`config.mk`:
```
export PLATFORM = sky130hd
export DESIGN_NAME = apb_xbar_dec
export DESIGN_NICKNAME = d
export VERILOG_FILES = /design/src/rtl/apb_xbar_pkg.sv /design/src/rtl/apb_wait_timer.sv /design/src/rtl/apb_xbar_dec.sv
export SDC_FILE = /design/constraint.sdc
export NUM_CORES = 1
export LEC_CHECK = 0
export BUFFER_PORTS_ARGS = -buffer_cell sky130_fd_sc_hd__buf_4
export CAP_MARGIN = 20
export CORE_AREA = 2 2 97 99
export DETAILED_ROUTE_END_ITERATION = 8
export DIE_AREA = 0 0 99 101
export GPL_TIMING_DRIVEN = 0
export PLACE_DENSITY = 0.75
export REMOVE_ABC_BUFFERS = 1
export SKIP_LAST_GASP = 1
export SLEW_MARGIN = 40
export SYNTH_ARGS = -nofsm -noshare
export SYNTH_HDL_FRONTEND = slang
export SYNTH_HIERARCHICAL = 1
export SYNTH_SLANG_ARGS = --single-unit
```
`constraint.sdc`:
```
create_clock -name PCLK -period 2.3 [get_ports PCLK]
set_clock_uncertainty 0.2 [all_clocks]
set_input_delay 0.46 -clock PCLK [delete_from_list [all_inputs] [get_ports PCLK]]
set_output_delay 0.46 -clock PCLK [all_outputs]
set_load 0.01 [all_outputs]
```
`src/rtl/apb_xbar_pkg.sv`:
```
// Shared state encoding and slave-index helpers for the APB decoder / response mux.
package apb_xbar_pkg;

  typedef enum logic [1:0] {
    IDLE   = 2'd0,
    ACCESS = 2'd1,
    TOUT   = 2'd2
  } apb_xbar_state_e;

  // Wide enough to hold any legal slave-index field (SEL_W <= 16).
  localparam int unsigned SLV_IDX_W = 16;
  typedef logic [SLV_IDX_W-1:0] slv_idx_t;

  function automatic logic idx_mapped(slv_idx_t idx, int unsigned n);
    return 32'(idx) < n;
  endfunction

endpackage

```
`src/rtl/apb_wait_timer.sv`:
```
// Saturating wait-state counter; expire_o flags the last wait cycle before abort.
module apb_wait_timer #(
  parameter int unsigned TIMEOUT = 16
) (
  input  logic clk_i,
  input  logic rst_ni,
  input  logic clr_i,
  input  logic en_i,
  output logic expire_o
);

  localparam int unsigned CW = $clog2(TIMEOUT + 1);
  localparam logic [CW-1:0] CNT_MAX = CW'(TIMEOUT);
  localparam logic [CW-1:0] CNT_EXP = CW'(TIMEOUT - 1);

  logic [CW-1:0] cnt_q, cnt_d;

  always_comb begin
    cnt_d = cnt_q;
    if (clr_i) begin
      cnt_d = '0;
    end else if (en_i && (cnt_q != CNT_MAX)) begin
      cnt_d = cnt_q + CW'(1);
    end
  end

  always_ff @(posedge clk_i or negedge rst_ni) begin
    if (!rst_ni) begin
      cnt_q <= '0;
    end else begin
      cnt_q <= cnt_d;
    end
  end

  assign expire_o = (cnt_q == CNT_EXP);

endmodule

```
`src/rtl/apb_xbar_dec.sv`:
```
// APB one-master / NUM_SLAVES-slave decoder and response mux with a default
// error slave for unmapped addresses, a PREADY timeout and a protocol checker.
module apb_xbar_dec
  import apb_xbar_pkg::*;
#(
  parameter int unsigned NUM_SLAVES = 4,
  parameter int unsigned ADDR_W     = 32,
  parameter int unsigned DATA_W     = 32,
  parameter int unsigned SEL_LSB    = 12,
  parameter int unsigned SEL_W      = 4,
  parameter int unsigned TIMEOUT    = 16
) (
  input  logic                         PCLK,
  input  logic                         PRESETn,
  input  logic [ADDR_W-1:0]            PADDR,
  input  logic                         PSEL,
  input  logic                         PENABLE,
  input  logic                         PWRITE,
  input  logic [DATA_W-1:0]            PWDATA,
  output logic [DATA_W-1:0]            PRDATA,
  output logic                         PREADY,
  output logic                         PSLVERR,
  output logic [NUM_SLAVES-1:0]        PSEL_S,
  input  logic [NUM_SLAVES*DATA_W-1:0] PRDATA_S,
  input  logic [NUM_SLAVES-1:0]        PREADY_S,
  input  logic [NUM_SLAVES-1:0]        PSLVERR_S,
  input  logic                         prot_clr,
  output logic                         prot_err,
  output logic                         decerr_evt,
  output logic                         timeout_evt
);

  apb_xbar_state_e   state_q, state_d;
  logic [SEL_W-1:0]  live_idx, idx_q, idx_d;
  slv_idx_t          live_idx_ext;
  logic              live_mapped, mapped_q, mapped_d;
  logic [ADDR_W-1:0] addr_q, addr_d;
  logic              write_q, write_d;
  logic              prot_err_q, prot_err_d;

  logic                  setup, in_acc, acc_ok, abort, tout_hit, viol;
  logic                  slv_ready, slv_err, expire, tmr_clr, tmr_en;
  logic [DATA_W-1:0]     slv_rdata;
  logic [NUM_SLAVES-1:0] live_oh, q_oh;
  logic                  unused_pwdata;

  // Write data goes straight from master to slaves; the decoder never looks at it.
  assign unused_pwdata = ^PWDATA;

  assign live_idx = PADDR[SEL_LSB +: SEL_W];

  always_comb begin
    live_idx_ext = '0;
    live_idx_ext[SEL_W-1:0] = live_idx;
  end

  assign live_mapped = idx_mapped(live_idx_ext, NUM_SLAVES);

  always_comb begin
    live_oh   = '0;
    q_oh      = '0;
    slv_rdata = '0;
    slv_ready = 1'b0;
    slv_err   = 1'b0;
    for (int i = 0; i < NUM_SLAVES; i++) begin
      if (live_idx == SEL_W'(i)) live_oh[i] = 1'b1;
      if (idx_q == SEL_W'(i)) begin
        q_oh[i]   = 1'b1;
        slv_rdata = PRDATA_S[i*DATA_W +: DATA_W];
        slv_ready = PREADY_S[i];
        slv_err   = PSLVERR_S[i];
      end
    end
  end

  assign in_acc   = (state_q == ACCESS);
  assign setup    = PSEL & ~PENABLE & (state_q == IDLE);
  assign acc_ok   = in_acc & PSEL & PENABLE;
  assign abort    = in_acc & ~(PSEL & PENABLE);
  assign tmr_clr  = setup;
  assign tmr_en   = acc_ok & mapped_q & ~slv_ready;
  // Late ready beats expiry: tmr_en already excludes a ready slave.
  assign tout_hit = tmr_en & expire;

  if (TIMEOUT > 0) begin : g_timer
    apb_wait_timer #(.TIMEOUT(TIMEOUT)) u_timer (
      .clk_i    (PCLK),
      .rst_ni   (PRESETn),
      .clr_i    (tmr_clr),
      .en_i     (tmr_en),
      .expire_o (expire)
    );
  end else begin : g_no_timer
    assign expire = 1'b0;
  end

  assign viol = ((state_q == IDLE) & PENABLE)
              | abort
              | (acc_ok & ((PADDR != addr_q) | (PWRITE != write_q)));

  always_comb begin
    state_d    = state_q;
    idx_d      = idx_q;
    mapped_d   = mapped_q;
    addr_d     = addr_q;
    write_d    = write_q;
    prot_err_d = viol | (prot_err_q & ~prot_clr);
    case (state_q)
      IDLE:    if (setup) state_d = ACCESS;
      ACCESS: begin
        if (abort || !mapped_q || slv_ready) state_d = IDLE;
        else if (tout_hit)                   state_d = TOUT;
      end
      TOUT:    state_d = IDLE;
      default: state_d = IDLE;
    endcase
    if (setup) begin
      idx_d    = live_idx;
      mapped_d = live_mapped;
      addr_d   = PADDR;
      write_d  = PWRITE;
    end
  end

  always_ff @(posedge PCLK or negedge PRESETn) begin
    if (!PRESETn) begin
      state_q    <= IDLE;
      idx_q      <= '0;
      mapped_q   <= 1'b0;
      addr_q     <= '0;
      write_q    <= 1'b0;
      prot_err_q <= 1'b0;
    end else begin
      state_q    <= state_d;
      idx_q      <= idx_d;
      mapped_q   <= mapped_d;
      addr_q     <= addr_d;
      write_q    <= write_d;
      prot_err_q <= prot_err_d;
    end
  end

  always_comb begin
    PSEL_S  = '0;
    PREADY  = 1'b1;
    PSLVERR = 1'b0;
    PRDATA  = '0;
    case (state_q)
      IDLE: if (setup) PSEL_S = live_oh;
      ACCESS: begin
        if (acc_ok) begin
          if (mapped_q) begin
            PSEL_S  = q_oh;
            PREADY  = slv_ready;
            PSLVERR = slv_err;
            PRDATA  = slv_rdata;
          end else begin
            PSLVERR = 1'b1;
          end
        end
      end
      TOUT:    PSLVERR = 1'b1;
      default: ;
    endcase
    // The setup decode is combinational, so it must be masked during reset.
    if (!PRESETn) PSEL_S = '0;
  end

  assign decerr_evt  = acc_ok & ~mapped_q;
  assign timeout_evt = (state_q == TOUT);
  assign prot_err    = prot_err_q;

endmodule

```
* After elaboration in Yosys (flattened, before gate mapping)
Cells that the tools add are included.
Cells by class: add/sub/neg operators 1, magnitude comparators 1, equality and inequality tests 14, multiplexer cells 40, bitwise gates (word level) 22, reductions and logical operators 9
Operators by type and width (count):
- 32-bit two-way mux | 7
- 32-bit != test | 1
- 1-bit two-way mux | 21
- 4-bit by 2-bit == test with 1-bit output (second input constant) | 4
- 4-bit two-way mux | 4
- 1-bit AND | 13
- 5-bit two-way mux | 2
- 4-bit by 1-bit == test with 1-bit output (second input constant) | 2
- 4-bit logical NOT | 2
- 4-bit one-hot mux with 2 select lines | 1
- 2-bit two-way mux | 3
- 5-bit by 1-bit adder with 5-bit output (second input constant) | 1
- 5-bit by 4-bit == test with 1-bit output (second input constant) | 1
- 5-bit != test (second input constant) | 1
- 1-bit inverter | 5
- 4-bit by 3-bit less-than comparator with 1-bit output (second input constant) | 1
- 1-bit OR | 4
- 2-bit one-hot mux with 2 select lines | 1
- 3-bit by 1-bit != test with 1-bit output (second input constant) | 1
- 2-bit by 1-bit == test with 1-bit output (second input constant) | 1
- 2-bit == test (second input constant) | 1
- 2-bit logical NOT | 1
- 1-bit logical OR | 2
- 2-bit by 1-bit != test with 1-bit output (second input constant) | 1
- other kinds (6) | 6
Storage, ports and cells: register bits after elaboration 46, output and inout bits 41, logic and storage cells 94

* Logic depth before layout (Yosys ltp)
depth after elaboration 11, mapped depth 9, depth with buffers taken out 8

* Hierarchy
The synthesis kept the hierarchy.
By module, submodules not included:
- apb_xbar_dec | instances 1, cells an instance 389, area an instance 3060.4 um^2, seq. area each 925.9 um^2
- apb_wait_timer | instances 1, cells an instance 30, area an instance 292.8 um^2, seq. area each 125.1 um^2

* Worst setup path after synthesis
OpenSTA, ideal clock, no wires.
kind register to output, start point register state_q[1], end point output PRDATA[0], arrival time 1.576 ns, required time 1.640 ns, setup slack 0.064 ns, cell stages (with the launch flop) 8, path through dfrtp_1 -> inv_1 -> ha_1 -> nand4_2 -> or3_1 -> buf_6 -> buf_6 -> nor3_2
Between the ends: word-level cells in the longest chain between the ends 5
Ends and longest elaborated chain:
- start: declaration | RTL line apb_xbar_dec.sv:33 | apb_xbar_state_e state_q, state_d;
- start signal: assignment | RTL line apb_xbar_dec.sv:134 | state_q <= state_d;
- 2-bit by 1-bit == test with 1-bit output (*) | RTL line apb_xbar_dec.sv:76, apb_xbar_dec.sv:148
- 1-bit AND (2 in a row) | RTL line apb_xbar_dec.sv:78 | assign acc_ok = in_acc & PSEL & PENABLE;
- 32-bit two-way mux | RTL line apb_xbar_dec.sv:151 | if (acc_ok) begin
- 32-bit two-way mux (*) | RTL line apb_xbar_dec.sv:148 | case (state_q)
- end: declaration | RTL line apb_xbar_dec.sv:20 | output logic [DATA_W-1:0] PRDATA,
Every way passes the cells marked *; elsewhere a longest branch is shown, timed or not.

* Worst setup path in the final report
start point register state_q[1], end point output PSEL_S[2]
Between the ends: word-level cells in the longest chain between the ends 6, elaborated cells on any way between the ends 9, classes of those cells eq/ne (1); mux (4); bitwise (3); reduce/logical (1)
Ends and longest elaborated chain:
- 2-bit by 1-bit == test with 1-bit output | RTL line apb_xbar_dec.sv:76, apb_xbar_dec.sv:148
- 1-bit AND (2 in a row) | RTL line apb_xbar_dec.sv:78
- 4-bit two-way mux | RTL line apb_xbar_dec.sv:151
- 4-bit one-hot mux with 2 select lines (*) | RTL line apb_xbar_dec.sv:148
- 4-bit two-way mux (*) | RTL line apb_xbar_dec.sv:166 | if (!PRESETn) PSEL_S = '0;
- end: declaration | RTL line apb_xbar_dec.sv:23 | output logic [NUM_SLAVES-1:0] PSEL_S,
Marked as above.

==> impl_metrics.toml <==
[status]
status = "finished with violations"
violations = "negative setup slack"

[logic_synthesis]
synthFlopType = "dfrtp_1"
synth_area_mm2 = 0.00335
synth_edf_count = 0
synth-seq-cells = 42
synth_top_cell_area_share_pct = 31.3
syn_inst = 419
ys_types = 42
netlist.top_cell.by_area = "dfrtp_1"
ys_seq_area_share_pct = 31.3
avgSynthCellArea_um2 = 8.00
ys_warn_count = 6
synthArstFlopShare_pct = 100
synth_area_leaders = "dfrtp_1, nand2_1, nor3_2"

[critical_path]
cp-start-kind = "flip-flop"
endpoint_kind = "primary output"
endpoint = "PSEL_S[2]"
rr_worst_depth = 7
worstSetupPathType = "flip-flop to primary output"
cp_data_arrival_time_ps = 2070
cp-startpoint = "state_q[1]"
crit_required_ps = 1640
reg2reg_slack_ps = -40
r2r-end = "g_timer.u_timer/cnt_q[0]"
cp_max_fo = 5
r2r-start = "idx_q[1]"

[global_routing]
grt_overflow = 0
grt_max_degree = 44
grt_pass1_vias = 4155
antenna_found_initial = 2
grt_pass1_wl_um = 22300
track_usage_pct = 28.7

[floorplanning]
ioPinCount = 247
die_w_um = 99
initial_core_util_pct = 37.4
die_area_mm2 = 0.0100
fp-row-count = 35
core_area_mm2 = 0.00898
die_h_um = 101

[cells_and_area]
nFillCells = 765
layout_common_cells = "buf_4, nand2_1, dfrtp_1"
drive_gt1_share_pct = 50.1
final_core_utilization_pct = 65.2
nets = 866
syn_to_final_growth_pct = 74.5
final_common_cell = "buf_4"

[timing]
setup_ws_ps = -426
timing.fmax_mhz = 367
period_minus_slack_ps = 2730
hold_ws_ps = 20.3
period_share_pct = 119
worstMarginPinSlew_ps = 553
hold_viol_final = 0
rsz0062_at_grt = "true"
max_slew_margin_pct = 62.7
setup_viol = 39
drv_slew = 0

[power_and_ir_drop]
cellPowerDensity_mw_per_mm2 = 776
max-vdd-ir-drop_mv = 0.611
leakagePower_nw = 2.75

[min_path]
hold_path_class = "input port to asynchronous set/reset pin"

[cts]
cts_max_level = 2
clk_latency_ps = 290
clock_path_buffers = 2
cts-root-buf = "clkbuf_8"
cts.sinks = 42
cts-buffers-inserted = 5
path_clk_slew_ps = 80
cts_tree = "yes"

[detailed_routing]
first_iter_violations = 214
postRouteAntennaNets = 0
wire_per_inst_um = 19.7
firstDrtPassIters = 5
via_count = 4192
drt-total-wl_um = 15100
drc = 0
via_per_inst = 5.47

[place]
place_congestion = 0.925
port_buffers = 214
dpl_worst_slack_ps = -991
dpl.hpwl_um = 10200

[flow_run]
cap_violations = 0
layer usage:
metal | GRT usage (%) | up-vias | wire [um]
met5 | 0 | - | 13
met4 | 12.5 | 2 | 604
met3 | 5.27 | 45 | 1330
met1 | 34.4 | 1971 | 5560
met2 | 50.3 | 233 | 7630
li1 | - | 1941 | -
cell families (layout without fill, tap and decap cells):
logic type	after synthesis	after routing	share of synthesized area, %
other	0	1	0
muxes	4	4	1.72
and+or+nand+nor	206	209	30.9
adders and majority gates	6	6	2.24
AOI/OAI and AO/OA	85	85	18.7
xor gates and xnor gates	34	34	8.88
DFF	42	42	31.3
buffers and inverters	42	275	6.23
stage by stage:
stage               power, W  instance area (um2)  instances  TNS (ps)
finish               0.00454                 5850        767    -13700
global route         0.00483                 5850        767    -15890
CTS                  0.00430                 5530        754    -13970
detailed placement   0.00329                 5000        717    -29530
global placement     0.00319                 4930        714   -131700
floorplan            0.00256                 3190        389    -45860
final cells by class:
cell class / count / area (um2) / share of cell area [%]
Multi-Input combinational cell: 338 / 2380 / 40.7
Timing Repair Buffer: 255 / 2120 / 36.3
Sequential cell: 42 / 1060 / 18.1
Tap cell: 111 / 139 / 2.37
Clock buffer: 6 / 82.6 / 1.41
Inverter: 12 / 52.6 / 0.898
Clock inverter: 2 / 12.5 / 0.214
Antenna cell: 1 / 2.50 / 0.0428
how the worst min path moves through the flow:
stage	slack, ps	start	to
floorplan	-40	PRESETn	addr_q[0]
global placement	280	PRESETn	addr_q[29]
detailed placement	280	addr_q[27]	addr_q[27]
CTS	-40	PRESETn	addr_q[10]
global route	30	PRESETn	addr_q[6]
finish	20	PRESETn	addr_q[29]
state kept, by name, indices dropped and copies added, names as in the netlist:
| register | flops |
|---|---|
| addr_q | 29 |
| g_timer.u_timer/cnt_q | 5 |
| idx_q | 3 |
| state_q | 2 |
| mapped_q | 1 |
| prot_err | 1 |
| write_q | 1 |
cells in the mapped netlist, types with 6 or more instances:
library cell and n:
dfrtp_1 42, nand2_1 103, clkbuf_1 11, o22a_1 33
nor2_1 42, inv_1 11, ha_1 6, buf_2 8
xor2_1 8, o22ai_1 33, nor3_2 30, nand4_1 7
xnor2_1 26
power by group:
part / switching, W / internal [W] / leakage [nW]
clock: 0.000257 / 0.000241 / 0.0472
sequential: 0.000256 / 0.00103 / 0.525
combinational: 0.00150 / 0.00126 / 2.17
worst max-delay path, cell delays in order (launching register included):
cell	delay, ps
dfrtp_1	400
inv_2	80
ha_4	140
nand4_4	90
or3_4	460
buf_6	160
nor2_4	80
a22oi_2	70
nor2_1	130
buf_4	150
timing repair:
| item | CTS | global route |
|---|---|---|
| gates cloned | 4 | 1 |
| hold endpoints to repair | 42 | 35 |
| endpoints found under the setup margin | 77 | 43 |
| resized for setup | 33 | 43 |
| buffers inserted | 25 | 11 |
| pin swaps | 19 | 12 |
(Power assumes the default switching activity.)
